<file path="src/rtl/axi4_lite_pkg.sv">
// axi4_lite_pkg: shared AXI4-Lite response codes and scheduler states.
// Imported by the read/write scheduler and its round-robin arbiter.
package axi4_lite_pkg;

   typedef enum logic [1:0] {
      OKAY   = 2'b00,
      EXOKAY = 2'b01,
      SLVERR = 2'b10,
      DECERR = 2'b11
   } axi_resp_t;

   typedef enum logic [1:0] {
      ST_IDLE,
      ST_ISSUE,
      ST_WAIT,
      ST_DONE
   } sched_state_t;

   localparam logic GRANT_RD = 1'b0;
   localparam logic GRANT_WR = 1'b1;

endpackage

</file>
<file path="src/rtl/axi4_lite_rr_arb2.sv">
// axi4_lite_rr_arb2: two-requester (write/read) round-robin arbiter.
// Ports: clk, rst (sync, active-high), wr_req/rd_req in,
//   advance + served_write record the finished grant,
//   gnt_wr/gnt_rd combinational one-hot grant.
module axi4_lite_rr_arb2
   import axi4_lite_pkg::*;
(
   input  logic clk,
   input  logic rst,
   input  logic wr_req,
   input  logic rd_req,
   input  logic advance,
   input  logic served_write,
   output logic gnt_wr,
   output logic gnt_rd
);

   logic last_grant;

   always_ff @(posedge clk) begin
      if (rst) begin
         last_grant <= GRANT_RD;
      end else if (advance) begin
         last_grant <= served_write;
      end
   end

   // On a tie the side that was not served last wins.
   always_comb begin
      gnt_wr = 1'b0;
      gnt_rd = 1'b0;
      unique case (1'b1)
         (wr_req && !rd_req): gnt_wr = 1'b1;
         (rd_req && !wr_req): gnt_rd = 1'b1;
         (wr_req && rd_req): begin
            gnt_wr = (last_grant == GRANT_RD);
            gnt_rd = (last_grant == GRANT_WR);
         end
         default: ;
      endcase
   end

endmodule

</file>
<file path="src/rtl/axi4_lite_rw_sched.sv">
// axi4_lite_rw_sched: serializes AXI4-Lite write/read backend requests
// onto one register-file port with round-robin and a per-access timeout.
// Ports: ACLK/ARESET; wr_* and rd_* request/done strobe interfaces;
//   be_* single shared backend command/completion port.
module axi4_lite_rw_sched
   import axi4_lite_pkg::*;
#(
   parameter int DATA_WIDTH     = 32,
   parameter int ADDRESS_WIDTH  = 32,
   parameter int TIMEOUT_CYCLES = 16
) (
   input  logic                      ACLK,
   input  logic                      ARESET,
   input  logic                      wr_req,
   input  logic [ADDRESS_WIDTH-1:0]  wr_addr,
   input  logic [DATA_WIDTH-1:0]     wr_wdata,
   input  logic [DATA_WIDTH/8-1:0]   wr_wstrb,
   output logic                      wr_done,
   output logic [1:0]                wr_resp,
   input  logic                      rd_req,
   input  logic [ADDRESS_WIDTH-1:0]  rd_addr,
   output logic                      rd_done,
   output logic [DATA_WIDTH-1:0]     rd_rdata,
   output logic [1:0]                rd_resp,
   output logic                      be_valid,
   input  logic                      be_ready,
   output logic                      be_write,
   output logic [ADDRESS_WIDTH-1:0]  be_addr,
   output logic [DATA_WIDTH-1:0]     be_wdata,
   output logic [DATA_WIDTH/8-1:0]   be_wstrb,
   input  logic                      be_done,
   input  logic [DATA_WIDTH-1:0]     be_rdata,
   input  logic [1:0]                be_resp
);

   localparam int CNT_W = $clog2(TIMEOUT_CYCLES + 1);
   localparam logic [CNT_W-1:0] TMO_LIMIT = CNT_W'(TIMEOUT_CYCLES);

   sched_state_t            state;
   sched_state_t            state_d;
   logic                    gnt_wr;
   logic                    gnt_rd;
   logic                    grant;
   logic                    capture;
   logic                    expire;
   logic                    cur_write;
   logic [CNT_W-1:0]        tmo_cnt;
   logic [CNT_W-1:0]        tmo_inc;
   logic                    tmo_hit;
   axi_resp_t               resp_q;
   logic [DATA_WIDTH-1:0]   rdata_q;

   axi4_lite_rr_arb2 u_arb (
      .clk          (ACLK),
      .rst          (ARESET),
      .wr_req       (wr_req),
      .rd_req       (rd_req),
      .advance      (state == ST_DONE),
      .served_write (cur_write),
      .gnt_wr       (gnt_wr),
      .gnt_rd       (gnt_rd)
   );

   assign tmo_inc = tmo_cnt + CNT_W'(1);
   assign tmo_hit = (tmo_inc == TMO_LIMIT);

   always_ff @(posedge ACLK) begin
      if (ARESET) begin
         state <= ST_IDLE;
      end else begin
         state <= state_d;
      end
   end

   // A completion in the same cycle as the limit still wins over timeout.
   always_comb begin
      state_d = state;
      grant   = 1'b0;
      capture = 1'b0;
      expire  = 1'b0;
      unique case (state)
         ST_IDLE: begin
            if (gnt_wr || gnt_rd) begin
               grant   = 1'b1;
               state_d = ST_ISSUE;
            end
         end
         ST_ISSUE: begin
            if (be_ready && be_done) begin
               capture = 1'b1;
               state_d = ST_DONE;
            end else if (tmo_hit) begin
               expire  = 1'b1;
               state_d = ST_DONE;
            end else if (be_ready) begin
               state_d = ST_WAIT;
            end
         end
         ST_WAIT: begin
            if (be_done) begin
               capture = 1'b1;
               state_d = ST_DONE;
            end else if (tmo_hit) begin
               expire  = 1'b1;
               state_d = ST_DONE;
            end
         end
         ST_DONE: state_d = ST_IDLE;
         default: state_d = ST_IDLE;
      endcase
   end

   always_ff @(posedge ACLK) begin
      if (ARESET) begin
         cur_write <= 1'b0;
         be_addr   <= '0;
         be_wdata  <= '0;
         be_wstrb  <= '0;
         tmo_cnt   <= '0;
         resp_q    <= OKAY;
         rdata_q   <= '0;
      end else begin
         if (grant) begin
            cur_write <= gnt_wr;
            be_addr   <= gnt_wr ? wr_addr : rd_addr;
            be_wdata  <= gnt_wr ? wr_wdata : '0;
            be_wstrb  <= gnt_wr ? wr_wstrb : '0;
            tmo_cnt   <= '0;
         end else if (state == ST_ISSUE || state == ST_WAIT) begin
            tmo_cnt <= tmo_inc;
         end
         if (capture) begin
            resp_q  <= axi_resp_t'(be_resp);
            rdata_q <= cur_write ? '0 : be_rdata;
         end else if (expire) begin
            resp_q  <= SLVERR;
            rdata_q <= '0;
         end
      end
   end

   assign be_valid = (state == ST_ISSUE);
   assign be_write = cur_write;
   assign wr_done  = (state == ST_DONE) && cur_write;
   assign rd_done  = (state == ST_DONE) && !cur_write;
   assign wr_resp  = wr_done ? resp_q : OKAY;
   assign rd_resp  = rd_done ? resp_q : OKAY;
   assign rd_rdata = rd_done ? rdata_q : '0;

endmodule

</file>
<file path="config.mk">
export PLATFORM = sky130hd
export DESIGN_NAME = axi4_lite_rw_sched
export DESIGN_NICKNAME = d
export VERILOG_FILES = /design/src/rtl/axi4_lite_pkg.sv /design/src/rtl/axi4_lite_rr_arb2.sv /design/src/rtl/axi4_lite_rw_sched.sv
export SDC_FILE = /design/constraint.sdc
export NUM_CORES = 1
export LEC_CHECK = 0
export CORE_UTILIZATION = 25
export CTS_BUF_LIST = sky130_fd_sc_hd__clkbuf_4 sky130_fd_sc_hd__clkbuf_8 sky130_fd_sc_hd__clkbuf_16
export CTS_CLUSTER_DIAMETER = 150
export DETAILED_ROUTE_END_ITERATION = 16
export PLACE_DENSITY_LB_ADDON = 0.3
export SLEW_MARGIN = 20
export SYNTH_ARGS = -nofsm -noshare
export SYNTH_HDL_FRONTEND = slang
export SYNTH_SLANG_ARGS = --single-unit
export TNS_END_PERCENT = 30
</file>
<file path="constraint.sdc">
create_clock -name ACLK -period 2.3 [get_ports ACLK]
set_clock_uncertainty 0.1 [all_clocks]
set_input_delay 0.46 -clock ACLK [delete_from_list [all_inputs] [get_ports ACLK]]
set_output_delay 0.46 -clock ACLK [all_outputs]
set_load 0.01 [all_outputs]
</file>
==> metrics.cfg, run 1 <==
[run_status]
status = finished clean

[pwr]
seqPwrFrac_pct = 37.3
p_comb_share_pct = 38.3
pwr-share-clk_pct = 24.3
peakVddDrop_mv = 0.413
power_density_nw_per_um2 = 933
swShare_pct = 31.7
p_sw_mw = 2.22
p_int_mw = 4.77
leakagePower_nw = 3.15

[yosys]
yosysTopAreaCellShare_pct = 50.4
synth_ff_type = dfxtp_1
ys_types = 42
synth_edf_count = 0
synthArstFlopShare_pct = 0
synth.area.top_cells = dfxtp_1 (50%), a22o_1 (13%), mux2i_1 (7.5%)
synth_nets = 563
synthCells = 416
synth_top_area_cell = dfxtp_1
ys_seq_elements = 111
yosysWarnings = 0
syn_area_per_cell_sq_um = 10.6
seq_area_frac_synth_pct = 50.4
netlist_area_sq_um = 4410

[routing]
via_per_inst = 4.57
vias = 4076
dr.first_iter.drc_count = 121
dr_wl_met3_microns = 1120
wl_microns = 13400
top_layer = met4
wire_per_inst_microns = 15.1
drc = 0
wl_met1_microns = 5580
wl_met2_microns = 6620
drtAntennaViolNets = 0
firstDrtPassIters = 4

[floorplanning]
core-area_sq_um = 17300
initial_core_util_pct = 25.5
die_area_sq_um = 18200
rows = 48
ios = 248
die_w_microns = 135
die_h_microns = 135

[critical_path]
reg2reg_depth = 9
worstPathCellList = ha_4, inv_2, nor2_4, buf_4, buf_6, and2_1, dlygate4sd2_1
required_ns = 1.74
critPathKind = reg2out
r2r_slack_ns = 0.22
crit_path_max_fanout = 13
worstSetupStartpointType = register
slowest_stage = dfxtp_2
cp-end-kind = output pin
critPathArrivalTime_ns = 1.67
critPathMaxStageDelay_ns = 0.34

[clocking]
cts_buffers = 9
cts.sinks = 111
htreeDepth = 3
cts_tree = done
insertion_delay_ns = 0.35
path_clk_slew_ns = 0.07
clk_path_buf_depth = 2
hold_buffers = 0
cts-root-buf = clkbuf_16

[placed_design]
gp_congestion = 0.728
dp_hpwl_microns = 10100
port_buffers = 247
dp_cells = 872

[cells_and_area]
layout-drive-gt1-share_pct = 11.3
layout.cells.non_filler = 892
final_core_util_pct = 43.3
final_nets = 808
fillers = 1650
syn2layout_area_growth_pct = 69.7

[sta]
rsz0062_at_grt = yes
hold_viol = 0
fmax_ghz = 0.449
worst_pin_slew_ns = 0.376
fin_crit_sh_pct = 96.8
finalSetupViolCount = 0
slew_headroom_pct = 74.6
slew_violations = 0
finalCriticalPeriod_ns = 2.23

[global_routing]
grt_overflow_total = 0
grt_pass1_vias = 4106
grt_pass1_wl_microns = 20800
grt_usage_pct = 14.7
grt_max_degree = 51
antenna_found_initial = 1

[flow_run]
cap_viol_max_count = 0

[worst_hold_path]
min_path_cells = 1
min_path_type = reg2reg

layout make-up:
class / count / area [sq um] / area share [%]
tap: 225 / 282 / 3.76
clock buffer: 10 / 233 / 3.11
clock inverter: 6 / 92.6 / 1.24
timing repair buffer: 267 / 2590 / 34.6
antenna: 1 / 2.50 / 0.0334
sequential: 111 / 2220 / 29.7
multi-input combinational: 267 / 2040 / 27.3
inverter: 5 / 18.8 / 0.251
cell families (layout without fill, tap and decap cells):
logic type / count (synthesis) / in the layout / synth area share [%]
compound gates: 118 / 118 / 22.0
xor+xnor: 4 / 4 / 0.794
fa+ha+maj: 7 / 7 / 1.98
buf+inv: 38 / 288 / 4.42
flops: 111 / 111 / 50.4
mux: 33 / 33 / 7.49
other cells: 0 / 1 / 0
simple gates: 105 / 105 / 13.0
per-stage QoR:
step	instance area, sq um	TNS, ns	hold slack (ns)	total power, mW	worst slack [ns]
after global routing	7480	-0.0536	0.388	7.43	-0.0200
final	7490	0	0.367	6.98	0.0732
after global placement	7200	0	0.348	5.24	0.114
after floorplan	4410	0	0.334	3.92	0.440
after detailed placement	7200	0	0.349	5.31	0.0578
after CTS	7520	-1.17	0.374	7.07	-0.243
critical path: cells and delay by family, from the launching register on:
kind | cells | cell delay [ns]
adders and majority gates | 1 | 0.17
buffers and inverters | 4 | 0.61
DFF | 1 | 0.34
and+or+nand+nor | 2 | 0.19
Yosys cell counts (2+ instances only):
cell	number
a211oi_1	32
a211oi_2	2
a21o_1	2
a21oi_1	4
a22o_1	68
and2_1	35
and3_1	3
and4b_1	2
buf_1	5
buf_2	12
buf_6	5
clkbuf_1	11
dfxtp_1	111
ha_1	7
inv_1	5
mux2i_1	33
nand2_1	4
nand4_1	2
nor2_1	45
nor2b_1	3
o21ai_0	2
xor2_1	3
metal layers:
metal | global-route usage [%] | up-vias
li1 | - | 2006
met1 | 16.7 | 1897
met2 | 25.7 | 164
met3 | 5.18 | 9
met4 | 4.49 | 0
met5 | 0 | -
final timing paths:
check                                 from                        to
setup / recovery     state[1]$_SDFFE_PP0P_              rd_rdata[25]
setup reg to reg     state[1]$_SDFFE_PP0P_  rdata_q[19]$_SDFFE_PP0P_
hold reg to reg   rdata_q[10]$_SDFFE_PP0P_  rdata_q[10]$_SDFFE_PP0P_
hold / removal    rdata_q[10]$_SDFFE_PP0P_  rdata_q[10]$_SDFFE_PP0P_
flip-flops by register name, indices dropped and copies added, names as in the netlist:
signal and cells:
resp_q 2, be_wstrb 4, tmo_cnt 5, u_arb.last_grant 1
be_addr 32, rdata_q 32, be_wdata 32, be_write 1
state 2
what timing repair did:
item / CTS / global route
endpoints found under the setup margin: 35 / 35
gates resized for setup: 36 / 55
hold endpoints to repair: 0 / 0
pin swaps: 0 / 2
setup buffers: 0 / 2
cloned: 1 / 0
power groups by stage:
stage               Combinational (mW)  Clock, mW  Sequential [mW]
finish                            2.68       1.70             2.61
global route                      2.91       1.85             2.67
CTS                               2.71       1.76             2.60
detailed placement                2.68          0             2.63
global placement                  2.63          0             2.61
floorplan                         1.15          0             2.77
cell usage in the layout (no fill, tap or decap), types with 5 or more instances in the layout:
cell,count
clkdlybuf4s50_1,209
a22o_1,68
and2_1,35
ha_1,6
clkbuf_2,21
nor2_1,44
dlymetal6s2s_1,7
buf_4,13
clkbuf_16,9
dlygate4sd2_1,7
dfxtp_1,109
mux2i_1,33
a211oi_1,32
buf_12,5
No activity file was read; power rests on OpenSTA's default activity.
==> inputs of run 2 (changes only) <==
Settings changed: MAX_ROUTING_LAYER set to met4.
==> run 2 against run 1 <==
Design area unchanged. Core utilization unchanged. Sequential share of layout area did not move. Die area did not move. Maximum frequency about the same. Clock power is essentially flat. Non-clock buffer count is the same. Count of clock-buffer cells in the layout unchanged. Largest cell class unchanged. First-iteration DRC count is 9.1% higher. Register-to-register slack about the same.
==> metrics.cfg, run 2 (synthesis gave the netlist of run 1 again) <==
[run_status]
status = finished clean

[clocking]
path_clk_slew_ns = 0.07  ; about the same
insertion_delay_ns = 0.35  ; about the same
cts-root-buf = clkbuf_16
cts.sinks = 111  ; unchanged
htreeDepth = 3  ; unchanged
cts_buffers = 9  ; unchanged
clk_path_buf_depth = 2  ; unchanged
cts_tree = done

[cells_and_area]
reg.largest.list = be_addr (32), be_wdata (32), rdata_q (32)
final_nets = 808  ; unchanged
mostFrequentLayoutCell = clkdlybuf4s50_1
layout-drive-gt1-share_pct = 11.3  ; unchanged
design_area_sq_um = 7490  ; unchanged
mostFrequentLayoutCells = clkdlybuf4s50_1 (209), dfxtp_1 (109), a22o_1 (68)
multiInputGateArea_sq_um = 2040  ; unchanged
layout.cells.non_filler = 892  ; unchanged
fillers = 1651  ; +0.061%
regArea_sq_um = 2220  ; unchanged
syn2layout_area_growth_pct = 69.7  ; unchanged

[routing]
drc = 0  ; unchanged
wl_microns = 13400  ; about the same
via_per_inst = 4.57  ; about the same
firstDrtPassIters = 4  ; unchanged
wire_per_inst_microns = 15.1  ; about the same
dr.first_iter.drc_count = 132  ; +9.1%
vias = 4077  ; +0.025%
drtAntennaViolNets = 0  ; unchanged

[placed_design]
place_area_sq_um = 7200  ; unchanged
dp_hpwl_microns = 10100  ; unchanged
gp_congestion = 0.736  ; +1.2%
dp_cells = 872  ; unchanged
port_buffers = 247  ; unchanged

[critical_path]
critPathTopFamily = buffers and inverters
required_ns = 1.74  ; about the same
critPathMaxStageDelay_ns = 0.34  ; about the same
crit_buf_inv = 4  ; unchanged
worstSetupStartpointType = register
r2r_start = state[1]$_SDFFE_PP0P_
cp-end-kind = output pin
crit_path_max_fanout = 13  ; unchanged
worstSetupStartpoint = state[1]$_SDFFE_PP0P_
reg2reg_depth = 9  ; unchanged
slowest_stage = dfxtp_2
critPathKind = reg2out
r2r_slack_ns = 0.21  ; about the same
worstPathCellList = ha_4, inv_2, nor2_4, buf_4, buf_6, and2_1, dlygate4sd2_1
critPathArrivalTime_ns = 1.67  ; about the same
worstReg2RegEnd = rdata_q[19]$_SDFFE_PP0P_

[global_routing]
grt_usage_pct = 15.2  ; +0.45 points
grt_pass1_wl_microns = 20700  ; -0.20%
antenna_found_initial = 1  ; unchanged
grt_overflow_total = 0  ; unchanged
grt_pass1_vias = 4107  ; +0.024%
grt_max_degree = 51  ; unchanged

[worst_hold_path]
holdPathEnd = rdata_q[10]$_SDFFE_PP0P_
min_path_cells = 1  ; unchanged
min_path_type = reg2reg
hp-start = rdata_q[10]$_SDFFE_PP0P_

[pwr]
p_comb_share_pct = 38.3  ; about the same
swShare_pct = 31.7  ; about the same
pwr-share-clk_pct = 24.3  ; about the same
power_density_nw_per_um2 = 933  ; about the same
p_sw_mw = 2.22  ; about the same
leakagePower_nw = 3.15  ; unchanged
peakVddDrop_mv = 0.412  ; -0.28%
seqPwrFrac_pct = 37.4  ; about the same
p_int_mw = 4.77  ; about the same

[floorplanning]
die_area_sq_um = 18200  ; unchanged
core-area_sq_um = 17300  ; unchanged
initial_core_util_pct = 25.5  ; unchanged
die_h_microns = 135  ; unchanged
rows = 48  ; unchanged
ios = 248  ; unchanged
die_w_microns = 135  ; unchanged

[sta]
hold_viol = 0  ; unchanged
slew_violations = 0  ; unchanged
finalCriticalPeriod_ns = 2.23  ; -0.00128 ns
fin_setup_tns_ns = 0  ; unchanged
fin_crit_sh_pct = 96.8  ; about the same
slew_headroom_pct = 74.6  ; unchanged
worst_pin_slew_ns = 0.376  ; unchanged
finalSetupViolCount = 0  ; unchanged
rsz0062_at_grt = yes
fmax_ghz = 0.449  ; about the same

[flow_run]
cap_viol_max_count = 0  ; unchanged

-- run 2: cell counts in the layout (fill, tap and decap cells not counted) --
Identical to the previous run, type by type.
-- run 2: power groups by stage --
stage	clock, mW	combinational (mW)	sequential [mW]
finish	1.70	2.68	2.61
global route	1.85	2.91	2.67
CTS	1.76	2.71	2.60
detailed placement	0	2.68	2.63
global placement	0	2.63	2.61
floorplan	0	1.15	2.77
-- run 2: what timing repair did --
item,in CTS,in global routing
resized for setup,36,55
buffers inserted,0,2
hold buffers,0,0
cloned,1,0
pin swaps,0,2
setup endpoints to repair,35,35
-- run 2: worst max path at each step --
stage                               end  cells past startpoint
2_1_floorplan              rd_rdata[22]                      5
3_3_place_gp                 rd_resp[0]                      6
3_5_place_dp   rdata_q[19]$_SDFFE_PP0P_                      7
4_1_cts                     rd_rdata[4]                      6
5_1_grt                     rd_rdata[0]                      7
6_report                   rd_rdata[25]                      7
-- run 2: layout make-up --
cell class	instances	area share, %
Sequential cell	111	29.7
Timing Repair Buffer	267	34.6
Inverter	5	0.251
Antenna cell	1	0.0334
Multi-Input combinational cell	267	27.3
Clock buffer	10	3.11
Clock inverter	6	1.24
Tap cell	225	3.76
-- run 2: routing by layer --
layer | part of all wire (%) | global-route usage, % | wire length [microns]
met1 | 43 | 17.2 | 5730
met2 | 49 | 25.7 | 6640
met3 | 7.1 | 4.54 | 955
met4 | 0.91 | 4.49 | 122
met5 | 0 | - | 0
-- run 2: per-stage QoR --
stage | total power, mW | hold WS (ns) | utilization (%) | setup slack (ns)
2_1_floorplan | 3.92 | 0.334 | - | 0.440
3_3_place_gp | 5.24 | 0.348 | 41.6 | 0.114
3_5_place_dp | 5.31 | 0.349 | 41.6 | 0.0578
4_1_cts | 7.07 | 0.374 | 43.5 | -0.243
5_1_grt | 7.43 | 0.388 | 43.3 | -0.0201
6_report | 6.99 | 0.370 | 43.3 | 0.0744
